--- config.mk ---
export PLATFORM = sky130hd
export DESIGN_NAME = pipe_ctrl
export DESIGN_NICKNAME = d
export VERILOG_FILES = /design/src/rtl/pipe_ctrl.sv
export SDC_FILE = /design/constraint.sdc
export NUM_CORES = 1
export LEC_CHECK = 0
export ABC_CLOCK_PERIOD_IN_PS = 2500
export BUFFER_PORTS_ARGS = -buffer_cell sky130_fd_sc_hd__buf_4
export CORE_ASPECT_RATIO = 0.7
export CORE_MARGIN = 2
export CORE_UTILIZATION = 55
export CTS_BUF_LIST = sky130_fd_sc_hd__clkbuf_8
export DETAILED_ROUTE_END_ITERATION = 8
export PLACE_DENSITY = 0.89
export SLEW_MARGIN = 25
export SYNTH_ARGS = -nofsm -noshare
export SYNTH_HDL_FRONTEND = slang
export SYNTH_SLANG_ARGS = --single-unit
--- constraint.sdc ---
create_clock -name clk -period 2.5 [get_ports clk]
set_input_delay 0.125 -clock clk [delete_from_list [all_inputs] [get_ports clk]]
set_output_delay 0.125 -clock clk [all_outputs]
set_load 0.02 [all_outputs]
--- src/rtl/pipe_ctrl.sv ---
// Pipeline control for a 5-stage in-order core: stage enables,
// valid bits, load-use bubbles, jump flushes and memory-wait freezes.
module pipe_ctrl #(
  parameter int CNT_W = 32
) (
  input  logic             clk,
  input  logic             rst,
  input  logic             if_valid,
  input  logic [4:0]       id_rs1,
  input  logic [4:0]       id_rs2,
  input  logic             id_use_rs1,
  input  logic             id_use_rs2,
  input  logic [4:0]       id_rd,
  input  logic             id_is_load,
  input  logic             ex_is_jump,
  input  logic             mem_busy,
  output logic             pc_we,
  output logic             ifid_we,
  output logic             idex_we,
  output logic             exmem_we,
  output logic             memwb_we,
  output logic             redirect,
  output logic             id_valid,
  output logic             ex_valid,
  output logic             mem_valid,
  output logic             wb_valid,
  output logic [1:0]       state,
  output logic [CNT_W-1:0] stall_cnt,
  output logic [CNT_W-1:0] flush_cnt
);

  typedef enum logic [1:0] {
    RUN     = 2'd0,
    LDUSE   = 2'd1,
    MEMWAIT = 2'd2
  } cause_e;

  logic       id_v_q, id_v_d;
  logic       ex_v_q, ex_v_d;
  logic       mem_v_q, mem_v_d;
  logic       wb_v_q, wb_v_d;
  logic [4:0] ex_rd_q, ex_rd_d;
  logic       ex_ld_q, ex_ld_d;
  cause_e     st_q, st_d;

  logic [CNT_W-1:0] stall_q, stall_d;
  logic [CNT_W-1:0] flush_q, flush_d;

  logic hit1, hit2, hazard, jump;
  logic c_off, c_wait, c_jmp, c_hz, c_run;

  assign hit1   = id_use_rs1 & (id_rs1 == ex_rd_q);
  assign hit2   = id_use_rs2 & (id_rs2 == ex_rd_q);
  assign hazard = id_v_q & ex_v_q & ex_ld_q
                & (ex_rd_q != 5'd0) & (hit1 | hit2);
  assign jump   = ex_v_q & ex_is_jump;

  // One-hot cause select encoding the fixed priority
  assign c_off  = ~rst;
  assign c_wait = rst & mem_busy;
  assign c_jmp  = rst & ~mem_busy & jump;
  assign c_hz   = rst & ~mem_busy & ~jump & hazard;
  assign c_run  = rst & ~mem_busy & ~jump & ~hazard;

  always_comb begin
    pc_we    = 1'b0;
    ifid_we  = 1'b0;
    idex_we  = 1'b0;
    exmem_we = 1'b0;
    memwb_we = 1'b0;
    redirect = 1'b0;
    id_v_d   = id_v_q;
    ex_v_d   = ex_v_q;
    mem_v_d  = mem_v_q;
    wb_v_d   = wb_v_q;
    ex_rd_d  = ex_rd_q;
    ex_ld_d  = ex_ld_q;
    st_d     = st_q;
    unique case (1'b1)
      c_off: begin
        st_d = RUN;
      end
      c_wait: begin
        st_d = MEMWAIT;
      end
      c_jmp: begin
        pc_we    = 1'b1;
        ifid_we  = 1'b1;
        idex_we  = 1'b1;
        exmem_we = 1'b1;
        memwb_we = 1'b1;
        redirect = 1'b1;
        id_v_d   = 1'b0;
        ex_v_d   = 1'b0;
        mem_v_d  = 1'b1;
        wb_v_d   = mem_v_q;
        ex_rd_d  = 5'd0;
        ex_ld_d  = 1'b0;
        st_d     = RUN;
      end
      c_hz: begin
        idex_we  = 1'b1;
        exmem_we = 1'b1;
        memwb_we = 1'b1;
        ex_v_d   = 1'b0;
        mem_v_d  = 1'b1;
        wb_v_d   = mem_v_q;
        ex_rd_d  = 5'd0;
        ex_ld_d  = 1'b0;
        st_d     = LDUSE;
      end
      c_run: begin
        pc_we    = 1'b1;
        ifid_we  = 1'b1;
        idex_we  = 1'b1;
        exmem_we = 1'b1;
        memwb_we = 1'b1;
        id_v_d   = if_valid;
        ex_v_d   = id_v_q;
        mem_v_d  = ex_v_q;
        wb_v_d   = mem_v_q;
        ex_rd_d  = id_v_q ? id_rd : 5'd0;
        ex_ld_d  = id_v_q & id_is_load;
        st_d     = RUN;
      end
      default: begin
        st_d = st_q;
      end
    endcase
  end

  always_comb begin
    stall_d = stall_q;
    flush_d = flush_q;
    if (rst && !pc_we && stall_q != '1)
      stall_d = stall_q + CNT_W'(1);
    if (redirect && flush_q != '1)
      flush_d = flush_q + CNT_W'(1);
  end

  always_ff @(posedge clk or negedge rst) begin
    if (!rst) begin
      id_v_q  <= 1'b0;
      ex_v_q  <= 1'b0;
      mem_v_q <= 1'b0;
      wb_v_q  <= 1'b0;
      ex_rd_q <= 5'd0;
      ex_ld_q <= 1'b0;
      st_q    <= RUN;
      stall_q <= '0;
      flush_q <= '0;
    end else begin
      id_v_q  <= id_v_d;
      ex_v_q  <= ex_v_d;
      mem_v_q <= mem_v_d;
      wb_v_q  <= wb_v_d;
      ex_rd_q <= ex_rd_d;
      ex_ld_q <= ex_ld_d;
      st_q    <= st_d;
      stall_q <= stall_d;
      flush_q <= flush_d;
    end
  end

  assign id_valid  = id_v_q;
  assign ex_valid  = ex_v_q;
  assign mem_valid = mem_v_q;
  assign wb_valid  = wb_v_q;
  assign state     = st_q;
  assign stall_cnt = stall_q;
  assign flush_cnt = flush_q;

endmodule
==> summary.txt <==
Finish
  • P&R area growth vs syn: 29.4%
  • # nets final: 493
  • Layout cells sized above 1: 0.288
  • Fill cell count: 495
  • Post-route insts no fill: 567
  • N_diodes: 0

Placement
  • Placed cell count: 550
  • Detailed placement HPWL: 6.62 mm
  • Port Buffers: 98
  • Routability congestion estimate from global placement: 0.896

Worst setup path
  • CP cell instances: ha_1 > nand3_1 > nor4_4 > a41oi_2 > nand2_1 > nor3b_1 > xor2_1
  • R2r setup slk: 190 ps
  • RR Startpoint: stall_cnt[0]
  • Worst Setup Start Kind: register
  • Worst path slowest cell: a41oi_2
  • Reg2reg path depth: 7
  • Crit path max fanout: 10
  • Slowest stage delay, CP: 480 ps
  • R2r endpoint: stall_cnt[20]
  • Crit Path Class: reg -> reg
  • CP endpoint kind: register
  • WP data arrival: 2570 ps
  • Bufs and invs on worst path: 0
  • CP top delay family: simple AND/OR/NAND/NOR gates
  • Worst EP required: 2760 ps

Global routing
  • Largest net degree at the start of global routing: 51
  • Vias in the first global route: 3095
  • All-Layer GR Usage: 0.257
  • First-pass GRT wire length: 14.9 mm
  • Overflow after GRT: 0
  • Initial antenna violation count: 0

Route
  • Via count: 3163
  • Drt first pass iters: 5
  • Antenna Nets Post-Route: 0
  • Drt wl/cell: 15.8 um
  • WL final: 8.94 mm
  • Starting DRC count in detailed routing: 179
  • Vias/cell: 5.58
  • Post-route DRC: 0

Timing
  • Final min period: 2310 ps
  • Relative slew margins: 0.574
  • Fmax: 0.433 GHz
  • Slew Limit Fails: 0
  • Final Cycle Share: 0.924
  • Hold Violations, Final: 0
  • RSZ-0062 raised after global routing: true
  • Final Setup Violations: 0
  • Pin slew with the least headroom to its limit: 638 ps
  • Total negative slack: 0 ps
  • Clock skew: 16.5 ps

Synth
  • YS warnings: 0
  • Post-Syn Area per Cell: 10.4 sq um
  • Net Count, Synth: 387
  • Synth unique cells: 43
  • Seq cells post-synth: 76
  • Synth async-reset ratio: 1.00
  • Synth Instances: 362
  • Post-synthesis sequential area ratio: 0.504
  • Syn Std Cell Area: 3770 sq um
  • EDFF count, synth: 0
  • Top_reg_cell synth: dfrtp_1

Clocking
  • Worst-Skew Late Latency: 360 ps
  • TritonCTS clock tree: yes
  • Deepest clock path buffer count: 2
  • TritonCTS Sinks: 76
  • Worst-path clk slew: 80 ps
  • Postcts setup bufs: 0
  • Root buf cell: clkbuf_8
  • Htree depth: 3
  • Total CTS buffers: 9

Power and ir drop
  • Clock Power Share: 0.362
  • P_int: 2.27 mW
  • Pleak: 2.49 nW
  • PD cells: 652 nW/um^2
  • Sequential share of power: 0.459
  • Comb pwr share: 0.178
  • Worst VDD drop: 672 uV
  • Switch share: 0.286
  • Sw Pwr: 908 uW

Hold path
  • Hold Startpoint: id_rd[0]
  • Hold depth: 2
  • Worst-case hold path end point: ex_rd_q[0]
  • Hold crit path type: in -> reg

Die
  • Die area: 7540 sq um
  • Die X: 103 um
  • FP Rows: 25
  • Core Area: 6690 sq um
  • Die Y-Extent: 73.3 um
  • Initial Util: 0.563
  • Ports: 99

Status
  • Status: finished clean

Flow run
  • Max-cap viol count: 0
-- cells in the mapped netlist (all sizes together), types with 6 or more instances --
cell type   n  area share
a32o        6       0.016
nor3       22       0.032
nand4      22       0.037
nand2      38       0.038
nor2       27       0.028
nor4        9       0.019
nand3      26       0.035
inv         9      0.0090
xor2       43        0.10
dfrtp      76        0.50
buf         7       0.014
and3       12       0.020
xnor2      29       0.067
-- stage by stage --
stage | utilization | setup WS (ps) | area, sq um | hold slack, ps | power [mW]
2_1_floorplan | - | 404 | 3770 | -171 | 1.76
3_3_place_gp | 0.690 | 423 | 4620 | 217 | 2.01
3_5_place_dp | 0.690 | 259 | 4620 | 223 | 2.04
4_1_cts | 0.729 | 189 | 4880 | 12.0 | 3.19
5_1_grt | 0.729 | -19.8 | 4880 | 9.48 | 3.31
6_report | 0.729 | 191 | 4880 | 25.1 | 3.18
-- layout by cell type (no fill, tap or decap), drive strengths merged, types with 3 or more instances in the layout --
| cell | n |
|---|---|
| and3 | 12 |
| xnor2 | 29 |
| a32o | 6 |
| clkbuf | 10 |
| nor4 | 9 |
| o21ai | 3 |
| nor3 | 22 |
| nand4 | 22 |
| buf | 104 |
| dfrtp | 76 |
| nor2 | 27 |
| and2 | 5 |
| and4 | 5 |
| inv | 9 |
| xor2 | 43 |
| nand2 | 38 |
| bufinv | 3 |
| nand3 | 26 |
-- logic make-up after synthesis --
| group | count (synthesis) | share of synthesized area |
|---|---|---|
| buffers and inverters | 19 | 0.0256 |
| XOR/XNOR | 72 | 0.167 |
| adder cells (fa/ha/maj) | 2 | 0.00664 |
| AND/OR/NAND/NOR | 174 | 0.246 |
| flip-flops | 76 | 0.504 |
| AO/OA/AOI/OAI | 18 | 0.0461 |
| multiplexers | 1 | 0.00398 |
-- power groups by stage --
stage	registers (mW)	logic, mW	clock network [mW]
after floorplan	1.55	0.217	0
after global placement	1.47	0.541	0
after detailed placement	1.48	0.564	0
after CTS	1.46	0.570	1.16
after global routing	1.48	0.613	1.22
final	1.46	0.568	1.15
-- registers in the layout (all words and copies together), names as in the netlist --
register,count
ex_ld_q,1
flush_cnt,32
wb_valid,1
ex_rd_q,5
state,2
mem_valid,1
id_valid,1
stall_cnt,32
ex_valid,1
-- cell type report --
cell class / instances / area, sq um / share of cell area
Clock buffer: 10 / 138 / 0.0282
Timing Repair Buffer: 105 / 803 / 0.165
Multi-Input combinational cell: 267 / 1770 / 0.363
Clock inverter: 6 / 111 / 0.0228
Sequential cell: 76 / 1900 / 0.390
Tap cell: 94 / 118 / 0.0241
Inverter: 9 / 33.8 / 0.00693
-- metal layers --
metal,part of all wire,wire (um),up-vias,global-route usage
met3,0.054,482,12,0.0723
met2,0.47,4220,103,0.395
li1,-,-,1481,-
met5,0,0,-,0
met1,0.46,4110,1567,0.361
met4,0.014,128,0,0.0731
-- worst max-delay path by stage --
stage / start / to / slack, ps / depth (start not counted)
final: stall_cnt[0] / stall_cnt[20] / 190 / 7
after CTS: stall_cnt[0] / stall_cnt[20] / 190 / 7
after floorplan: stall_cnt[0] / stall_cnt[25] / 400 / 8
after global placement: stall_cnt[0] / stall_cnt[19] / 420 / 8
after detailed placement: stall_cnt[14] / stall_cnt[20] / 260 / 7
after global routing: stall_cnt[0] / stall_cnt[20] / -20 / 7
-- timing repair --
item                                    CTS  global route
endpoints found under the setup margin    0             1
endpoints found under the hold margin    26             0
gates resized for setup                   0             0
hold buffers                              1             0
Note: power is estimated with default switching activity, not from simulation.
